## src/rtl/multicycle_control_fsm_pkg.sv

```systemverilog
// Shared encodings for the multicycle CPU control path: opcodes, ALUOp codes,
// mux selects, the sequencer state set and the bundled control-word layout.
package multicycle_control_fsm_pkg;

  localparam int OPC_BITS   = 4;
  localparam int STATE_BITS = 4;

  localparam logic [OPC_BITS-1:0] OPC_R0    = 4'b0000;
  localparam logic [OPC_BITS-1:0] OPC_R1    = 4'b0001;
  localparam logic [OPC_BITS-1:0] OPC_SHIFT = 4'b0010;
  localparam logic [OPC_BITS-1:0] OPC_LW    = 4'b0100;
  localparam logic [OPC_BITS-1:0] OPC_SW    = 4'b0101;
  localparam logic [OPC_BITS-1:0] OPC_BEQ   = 4'b0110;
  localparam logic [OPC_BITS-1:0] OPC_J     = 4'b0111;
  localparam logic [OPC_BITS-1:0] OPC_ADDI  = 4'b1001;
  localparam logic [OPC_BITS-1:0] OPC_SUBI  = 4'b1010;
  localparam logic [OPC_BITS-1:0] OPC_SLTI  = 4'b1011;

  localparam logic [1:0] ALUOP_ADD = 2'b00;
  localparam logic [1:0] ALUOP_SUB = 2'b01;
  localparam logic [1:0] ALUOP_R   = 2'b10;
  localparam logic [1:0] ALUOP_I   = 2'b11;

  localparam logic [1:0] ALUSRCB_RT     = 2'b00;
  localparam logic [1:0] ALUSRCB_CONST2 = 2'b01;
  localparam logic [1:0] ALUSRCB_IMM    = 2'b10;
  localparam logic [1:0] ALUSRCB_IMM_SH = 2'b11;

  localparam logic [1:0] PCSRC_ALU    = 2'b00;
  localparam logic [1:0] PCSRC_ALUOUT = 2'b01;
  localparam logic [1:0] PCSRC_JUMP   = 2'b10;

  typedef enum logic [STATE_BITS-1:0] {
    S_FETCH    = 4'd0,
    S_DECODE   = 4'd1,
    S_EXEC_R   = 4'd2,
    S_WB_R     = 4'd3,
    S_EXEC_I   = 4'd4,
    S_WB_I     = 4'd5,
    S_MEM_ADDR = 4'd6,
    S_MEM_RD   = 4'd7,
    S_MEM_WB   = 4'd8,
    S_MEM_WR   = 4'd9,
    S_BRANCH   = 4'd10,
    S_JUMP     = 4'd11,
    S_ILLEGAL  = 4'd12
  } state_t;

  typedef struct packed {
    logic [1:0] alu_op;
    logic       alu_src_a;
    logic [1:0] alu_src_b;
    logic       iord;
    logic       mem_read;
    logic       mem_write;
    logic       ir_write;
    logic       reg_write;
    logic       reg_dst;
    logic       mem_to_reg;
    logic       pc_write;
    logic       pc_write_cond;
    logic [1:0] pc_source;
    logic       illegal_op;
  } ctrl_t;

  // Dispatch target out of DECODE; anything not listed traps to ILLEGAL.
  function automatic state_t decode_next(input logic [OPC_BITS-1:0] opc);
    state_t nxt;
    case (opc)
      OPC_LW, OPC_SW:                        nxt = S_MEM_ADDR;
      OPC_R0, OPC_R1:                        nxt = S_EXEC_R;
      OPC_SHIFT, OPC_ADDI, OPC_SUBI, OPC_SLTI: nxt = S_EXEC_I;
      OPC_BEQ:                               nxt = S_BRANCH;
      OPC_J:                                 nxt = S_JUMP;
      default:                               nxt = S_ILLEGAL;
    endcase
    return nxt;
  endfunction

endpackage

```

## src/rtl/multicycle_control_fsm_control_out_decode.sv

```systemverilog
// Control-out decode: registered sequencer state -> datapath control word.
// Only FETCH's write enables (mem_ready) and PCWriteCond (zero) look past the state.
module multicycle_control_fsm_control_out_decode
  import multicycle_control_fsm_pkg::*;
(
  input  state_t state,
  input  logic   mem_ready,
  input  logic   zero,
  output ctrl_t  ctrl
);

  always_comb begin
    ctrl = '0;
    case (state)
      S_FETCH: begin
        ctrl.mem_read  = 1'b1;
        ctrl.iord      = 1'b0;
        ctrl.alu_src_a = 1'b0;
        ctrl.alu_src_b = ALUSRCB_CONST2;
        ctrl.alu_op    = ALUOP_ADD;
        ctrl.pc_source = PCSRC_ALU;
        ctrl.ir_write  = mem_ready;
        ctrl.pc_write  = mem_ready;
      end
      S_DECODE: begin
        ctrl.alu_src_a = 1'b0;
        ctrl.alu_src_b = ALUSRCB_IMM_SH;
        ctrl.alu_op    = ALUOP_ADD;
      end
      S_EXEC_R: begin
        ctrl.alu_src_a = 1'b1;
        ctrl.alu_src_b = ALUSRCB_RT;
        ctrl.alu_op    = ALUOP_R;
      end
      S_WB_R: begin
        ctrl.reg_dst   = 1'b1;
        ctrl.reg_write = 1'b1;
      end
      S_EXEC_I: begin
        ctrl.alu_src_a = 1'b1;
        ctrl.alu_src_b = ALUSRCB_IMM;
        ctrl.alu_op    = ALUOP_I;
      end
      S_WB_I: begin
        ctrl.reg_write = 1'b1;
      end
      S_MEM_ADDR: begin
        ctrl.alu_src_a = 1'b1;
        ctrl.alu_src_b = ALUSRCB_IMM;
        ctrl.alu_op    = ALUOP_ADD;
      end
      S_MEM_RD: begin
        ctrl.mem_read = 1'b1;
        ctrl.iord     = 1'b1;
      end
      S_MEM_WB: begin
        ctrl.mem_to_reg = 1'b1;
        ctrl.reg_write  = 1'b1;
      end
      S_MEM_WR: begin
        ctrl.mem_write = 1'b1;
        ctrl.iord      = 1'b1;
      end
      S_BRANCH: begin
        ctrl.alu_src_a     = 1'b1;
        ctrl.alu_src_b     = ALUSRCB_RT;
        ctrl.alu_op        = ALUOP_SUB;
        ctrl.pc_write_cond = zero;
        ctrl.pc_source     = PCSRC_ALUOUT;
      end
      S_JUMP: begin
        ctrl.pc_write  = 1'b1;
        ctrl.pc_source = PCSRC_JUMP;
      end
      S_ILLEGAL: begin
        ctrl.illegal_op = 1'b1;
      end
      default: ctrl = '0;
    endcase
  end

endmodule

```

## src/rtl/multicycle_control_fsm.sv

```systemverilog
// Main control sequencer of the 16-bit multicycle CPU: steps each instruction
// through fetch/decode/execute/memory/writeback and stalls on mem_ready.
module multicycle_control_fsm
  import multicycle_control_fsm_pkg::*;
#(
  parameter int OPC_W   = OPC_BITS,
  parameter int STATE_W = STATE_BITS
) (
  input  logic               clk,
  input  logic               rst_n,
  input  logic [OPC_W-1:0]   opcode,
  input  logic               mem_ready,
  input  logic               zero,
  output logic [1:0]         ALUOp,
  output logic               ALUSrcA,
  output logic [1:0]         ALUSrcB,
  output logic               IorD,
  output logic               MemRead,
  output logic               MemWrite,
  output logic               IRWrite,
  output logic               RegWrite,
  output logic               RegDst,
  output logic               MemtoReg,
  output logic               PCWrite,
  output logic               PCWriteCond,
  output logic [1:0]         PCSource,
  output logic               illegal_op,
  output logic [STATE_W-1:0] state_dbg
);

  state_t state;
  ctrl_t  ctrl;

  // Outputs are decoded from this register, so an async reset drops any
  // pending write strobe in the same cycle.
  always_ff @(posedge clk or negedge rst_n) begin
    if (!rst_n) begin
      state <= S_FETCH;
    end else begin
      case (state)
        S_FETCH:    if (mem_ready) state <= S_DECODE;
        S_DECODE:   state <= decode_next(opcode);
        S_EXEC_R:   state <= S_WB_R;
        S_WB_R:     state <= S_FETCH;
        S_EXEC_I:   state <= S_WB_I;
        S_WB_I:     state <= S_FETCH;
        S_MEM_ADDR: state <= (opcode == OPC_SW) ? S_MEM_WR : S_MEM_RD;
        S_MEM_RD:   if (mem_ready) state <= S_MEM_WB;
        S_MEM_WB:   state <= S_FETCH;
        S_MEM_WR:   if (mem_ready) state <= S_FETCH;
        S_BRANCH:   state <= S_FETCH;
        S_JUMP:     state <= S_FETCH;
        S_ILLEGAL:  state <= S_FETCH;
        default:    state <= S_FETCH;
      endcase
    end
  end

  multicycle_control_fsm_control_out_decode u_decode (
    .state     (state),
    .mem_ready (mem_ready),
    .zero      (zero),
    .ctrl      (ctrl)
  );

  assign ALUOp       = ctrl.alu_op;
  assign ALUSrcA     = ctrl.alu_src_a;
  assign ALUSrcB     = ctrl.alu_src_b;
  assign IorD        = ctrl.iord;
  assign MemRead     = ctrl.mem_read;
  assign MemWrite    = ctrl.mem_write;
  assign IRWrite     = ctrl.ir_write;
  assign RegWrite    = ctrl.reg_write;
  assign RegDst      = ctrl.reg_dst;
  assign MemtoReg    = ctrl.mem_to_reg;
  assign PCWrite     = ctrl.pc_write;
  assign PCWriteCond = ctrl.pc_write_cond;
  assign PCSource    = ctrl.pc_source;
  assign illegal_op  = ctrl.illegal_op;
  assign state_dbg   = state;

endmodule
```

## config.mk

```make
export PLATFORM = sky130hd
export DESIGN_NAME = multicycle_control_fsm
export DESIGN_NICKNAME = d
export VERILOG_FILES = /design/src/rtl/multicycle_control_fsm_pkg.sv /design/src/rtl/multicycle_control_fsm_control_out_decode.sv /design/src/rtl/multicycle_control_fsm.sv
export SDC_FILE = /design/constraint.sdc
export NUM_CORES = 1
export LEC_CHECK = 0
export BUFFER_PORTS_ARGS = -buffer_cell sky130_fd_sc_hd__buf_2
export CAP_MARGIN = 20
export CORE_AREA = 10 10 47 49
export CTS_BUF_LIST = sky130_fd_sc_hd__clkbuf_4
export DETAILED_ROUTE_END_ITERATION = 7
export DIE_AREA = 0 0 57 59
export HOLD_SLACK_MARGIN = 0.03
export PLACE_DENSITY_LB_ADDON = 0.08
export SLEW_MARGIN = 0
export SYNTH_ARGS = -nofsm -noshare
export SYNTH_HDL_FRONTEND = slang
export SYNTH_HIERARCHICAL = 1
export SYNTH_SLANG_ARGS = --single-unit
```

## constraint.sdc

```tcl
create_clock -name clk -period 2.7 [get_ports clk]
set_clock_uncertainty 0.1 [all_clocks]
set_input_delay 0.54 -clock clk [delete_from_list [all_inputs] [get_ports clk]]
set_output_delay 0.54 -clock clk [all_outputs]
set_load 0.01 [all_outputs]
```

# Word level (Yosys, flattened, before mapping)
# Memory sizes are Yosys's and may differ from the RTL's.
# Index checks and enable logic that the tools add are counted.
# classes
n_eq_ne	16
n_mux	17
reduce_logical	5
# op_table
op	n
$pmux 5 s6	1
$pmux 4 s7	1
$eq 4x3->1 const B	5
$eq 4x4->1 const B	5
$mux 4	4
$mux 1	9
$eq 4x2->1 const B	2
$ne 2x2->1 const B	3
$eq 4x1->1 const B	1
$logic_not 4->1	1
$pmux 2 s2	1
$reduce_or 2->1	2
$reduce_and 3->1	1
$reduce_or 3->1	1
$pmux 1 s2	1
# word_totals
ff_bits	4
romBits	64
inputBits	8
out_inout_bits	21
wordCells	40
mem_count	1
# memory_table
name	depth	width	rd	rd_ports_with_merged_regs	wr	line_no	rtl
(no name shown)	16	4	1	0	0	multicycle_control_fsm_pkg.sv:69	case (opc)

# Logic depth before layout (Yosys ltp)
# logic_depth
depth_word	3
ltp_mapped	5
ltp_nobuf	5

# Hierarchy
# Netlist, hierarchy kept.
# modules_own_cells
mod	n_inst	cells_per_inst	area_each_um2	seq_area_each_um2
multicycle_control_fsm	1	36	335.3	100.1
multicycle_control_fsm_control_out_decode	1	37	240.2	0.0

# Worst setup path after synthesis
# No wires, ideal clock.
# synth_timing
path_type	flip-flop to output port
start	reg state[2], in the netlist state_dbg[2]
end	out PCWriteCond
arrival_time_ns	1.313
required_time_ns	2.060
setup_slack_ns	0.747
path_stages_with_launch	4
n_path_buf	1
cell_sequence	dfrtp_1 buf_4 nand3b_1 nor3b_1
# synth_between
elab_chain_cells	2
# synth_lines
element	line_no	rtl
from (decl)	multicycle_control_fsm.sv:31	state_t state;
from (signal assigned)	multicycle_control_fsm.sv:42	S_DECODE: state <= decode_next(opcode);
from (signal assigned)	multicycle_control_fsm.sv:47	S_MEM_ADDR: state <= (opcode == OPC_SW) ? S_MEM_WR : S_MEM_RD;
$eq 4x4->1	multicycle_control_fsm_control_out_decode.sv:14	case (state)
$mux 1	multicycle_control_fsm_control_out_decode.sv:14	
to (decl)	multicycle_control_fsm.sv:25	output logic PCWriteCond,
# Every way passes these cells.

# Worst setup path after layout
# layout_timing
start	reg state[1], in the netlist state_dbg[1]
end	out PCWrite
# layout_between
elab_chain_cells	2
word_cells_on_any_way	3
cone_classes	eq/ne (1); mux (1); reduce/logical (1)
# layout_lines
element	line_no	rtl
$eq 4x4->1 or $logic_not 4->1 (tied branches)	multicycle_control_fsm_control_out_decode.sv:14	
$pmux 1 s2 (*)	multicycle_control_fsm_control_out_decode.sv:14	
to (decl)	multicycle_control_fsm.sv:24	output logic PCWrite,
# Every way passes the cells marked *; elsewhere a longest branch is shown, timed or not.

==> metrics.yaml <==
status: "complete, no violations"
ys.flop_type: "dfrtp_1"
grt_max_degree: 24
cts_setup_buffers: 0
clock_sinks: 4
ir_worst_vdd_v: 0.000608
place_inst: 115
period_minus_slack_ns: 2.37
power_frac_seq_pct: 25.0
clock_latency_ns: 0.23
critPathKind: "reg2out"
drc: 0
yosys.area.top_type_share_pct: 17.4
areaGrowthSynthToFinish_pct: 30.0
post-route-period-util_pct: 87.7
n_antenna_cell: 0
swShare_pct: 50.8
place_congestion: 0.807
ys_ff_latch: 4
required_ns: 2.06
arrival_ns: 1.73
p_sw_w: 0.000404
synth_edf_count: 0
viasPerCell: 5.50
wl_um: 1740
ys_seq_area_share_pct: 17.4
die-area_sq_um: 3360
syn-num-nets: 82
grt_pass1_wl_um: 2990
die_w_um: 57
maxCapViolCount: 0
clkTransAtPathRegs_ns: 0.04
maxSlewViolCount: 0
drt_pass1_iterations: 2
fmax_mhz: 423
ios: 29
p_comb_share_pct: 65.8
path_buf_inv: 1
cts_buffers: 3
yosysTopAreaCell: "dfrtp_1"
fin_cells: 119
avgSynthCellArea_sq_um: 7.88
grt_overflow: 0
cp_cell_sequence: "or4b_1 > a21oi_1 > buf_2"
slowest_delay_ns: 0.61
synth_cells: 73
routedWlPerCell_um: 14.6
core_sq_um: 1400
yosys-top-cells-area: "dfrtp_1 17%, nand2_1 4.6%, nor2_1 4.6%"
largest_reg_flops: 4
initial_core_util_pct: 41.1
vias: 655
grt_pass1_vias: 632
crit_slowest_cell: "dfrtp_1"
synth_area_sq_um: 576
start_kind: "flop"
grt.total_usage_pct: 10.2
p_int_w: 0.000392
ctsRootBufferMaster: "clkbuf_4"
layout.nets: 114
setup_viol: 0
fp-row-count: 14
yosys_warnings: 6
fin_util_pct: 53.4
ys_types: 34
cp_max_fo: 22
cp-end-kind: "primary output"
clockPowerShare_pct: 9.2
crit_family: "flip-flops"
relSlewSlack_pct: 55.4
antenna_left: 0
rsz0062_at_grt: "false"
setup_tns_ns: 0
hold_viol_final: 0
stdcell_area_sq_um: 748
cts_buffer_depth: 2
numPortBuffers: 28
antenna_found_initial: 0
htreeDepth: 1
fillers: 151
dr.first_iter.drc_count: 6
tightestPinTransition_ns: 0.668
leakagePower_nw: 0.373
dpl-instance-area_sq_um: 716
layout-drive-gt1-share_pct: 35.0
hold_path.class: "in2async"
p_per_area_nw_per_um2: 1060
p_total_w: 0.000796
dp_hpwl_um: 1320
cts_tree: "yes"
async_reset_ff_share_pct: 100
die_y_um: 59
[cells in the mapped netlist (3+ instances only)]
cell type / count
dfrtp_1: 4
a21oi_1: 5
or3b_1: 3
nand2_1: 7
nor3_1: 4
inv_1: 3
nor2_1: 7
nand2b_1: 4
[per-layer routing]
layer / GRT usage [%] / vias to the layer above / routed length [um]
met4: 1.68 / 0 / 0
met3: 4.94 / 0 / 121
met1: 12.8 / 297 / 811
met2: 15.7 / 22 / 804
li1: - / 336 / -
met5: 0 / - / 0
[cell usage in the layout (no fill, tap or decap), types with 2 or more instances in the layout]
master and count:
nor2b_1 2, nand2b_1 4, dfrtp_1 4, nand3b_1 2, buf_4 2, nand2_1 7
nor4b_1 2, nor3b_1 2, nor2_1 7, clkbuf_4 3, o32ai_1 2, inv_1 3
or3b_1 3, and3b_1 2, nand3_1 2, nor3_1 4, buf_2 28, a21oi_1 5
nand4_1 2, a32o_1 2
[cell families (layout without fill, tap and decap cells)]
family                   after synthesis  in the layout  share of synthesized area, %
XOR/XNOR                               1              1                          1.52
AO/OA/AOI/OAI                         16             16                          22.6
AND/OR/NAND/NOR                       44             44                          48.3
flip-flops                             4              4                          17.4
adder cells (fa/ha/maj)                1              1                          2.17
buffers and inverters                  7             37                          8.04
[per-stage QoR]
stage / hold slack [ns] / setup WS, ns
2_1_floorplan: 0.144 / 0.747
3_3_place_gp: 0.246 / 0.626
3_5_place_dp: 0.247 / 0.581
4_1_cts: 0.539 / 0.331
5_1_grt: 0.530 / 0.164
6_report: 0.538 / 0.333
[cell type report]
type                    count  area [sq um]  share of cell area, %
multi-input cells          62           429                   57.4
repair buffers             31           165                   22.1
flip-flops and latches      4           100                   13.4
clock buffers               3          22.5                   3.01
well taps                  16          20.0                   2.68
inverters                   3          11.3                   1.51
[repair_timing]
action / in CTS / in global routing
resized for setup: 0 / 0
hold buffers: 1 / 0
hold endpoints to repair: 4 / 0
[path summary, 6_finish.rpt]
kind	from	endpoint	slack (ns)	cells after the start
setup / recovery	state_dbg[1]	PCWrite	0.33	3
hold / removal	rst_n	state_dbg[2]	0.54	2
setup reg to reg	state_dbg[2]	state_dbg[0]	1.10	4
hold reg to reg	state_dbg[0]	state_dbg[1]	0.84	2
max in group asynchronous	rst_n	state_dbg[0]	1.84	2
min in group clk	opcode[0]	state_dbg[0]	0.54	3
[power groups by stage]
stage / registers, W / clock network (W) / logic, W
global placement: 0.000192 / 0 / 0.000527
finish: 0.000199 / 0.0000729 / 0.000524
floorplan: 0.000163 / 0 / 0.000385
global route: 0.000214 / 0.0000850 / 0.000583
detailed placement: 0.000199 / 0 / 0.000530
CTS: 0.000199 / 0.0000751 / 0.000533
Note: power is estimated with default switching activity, not from simulation.
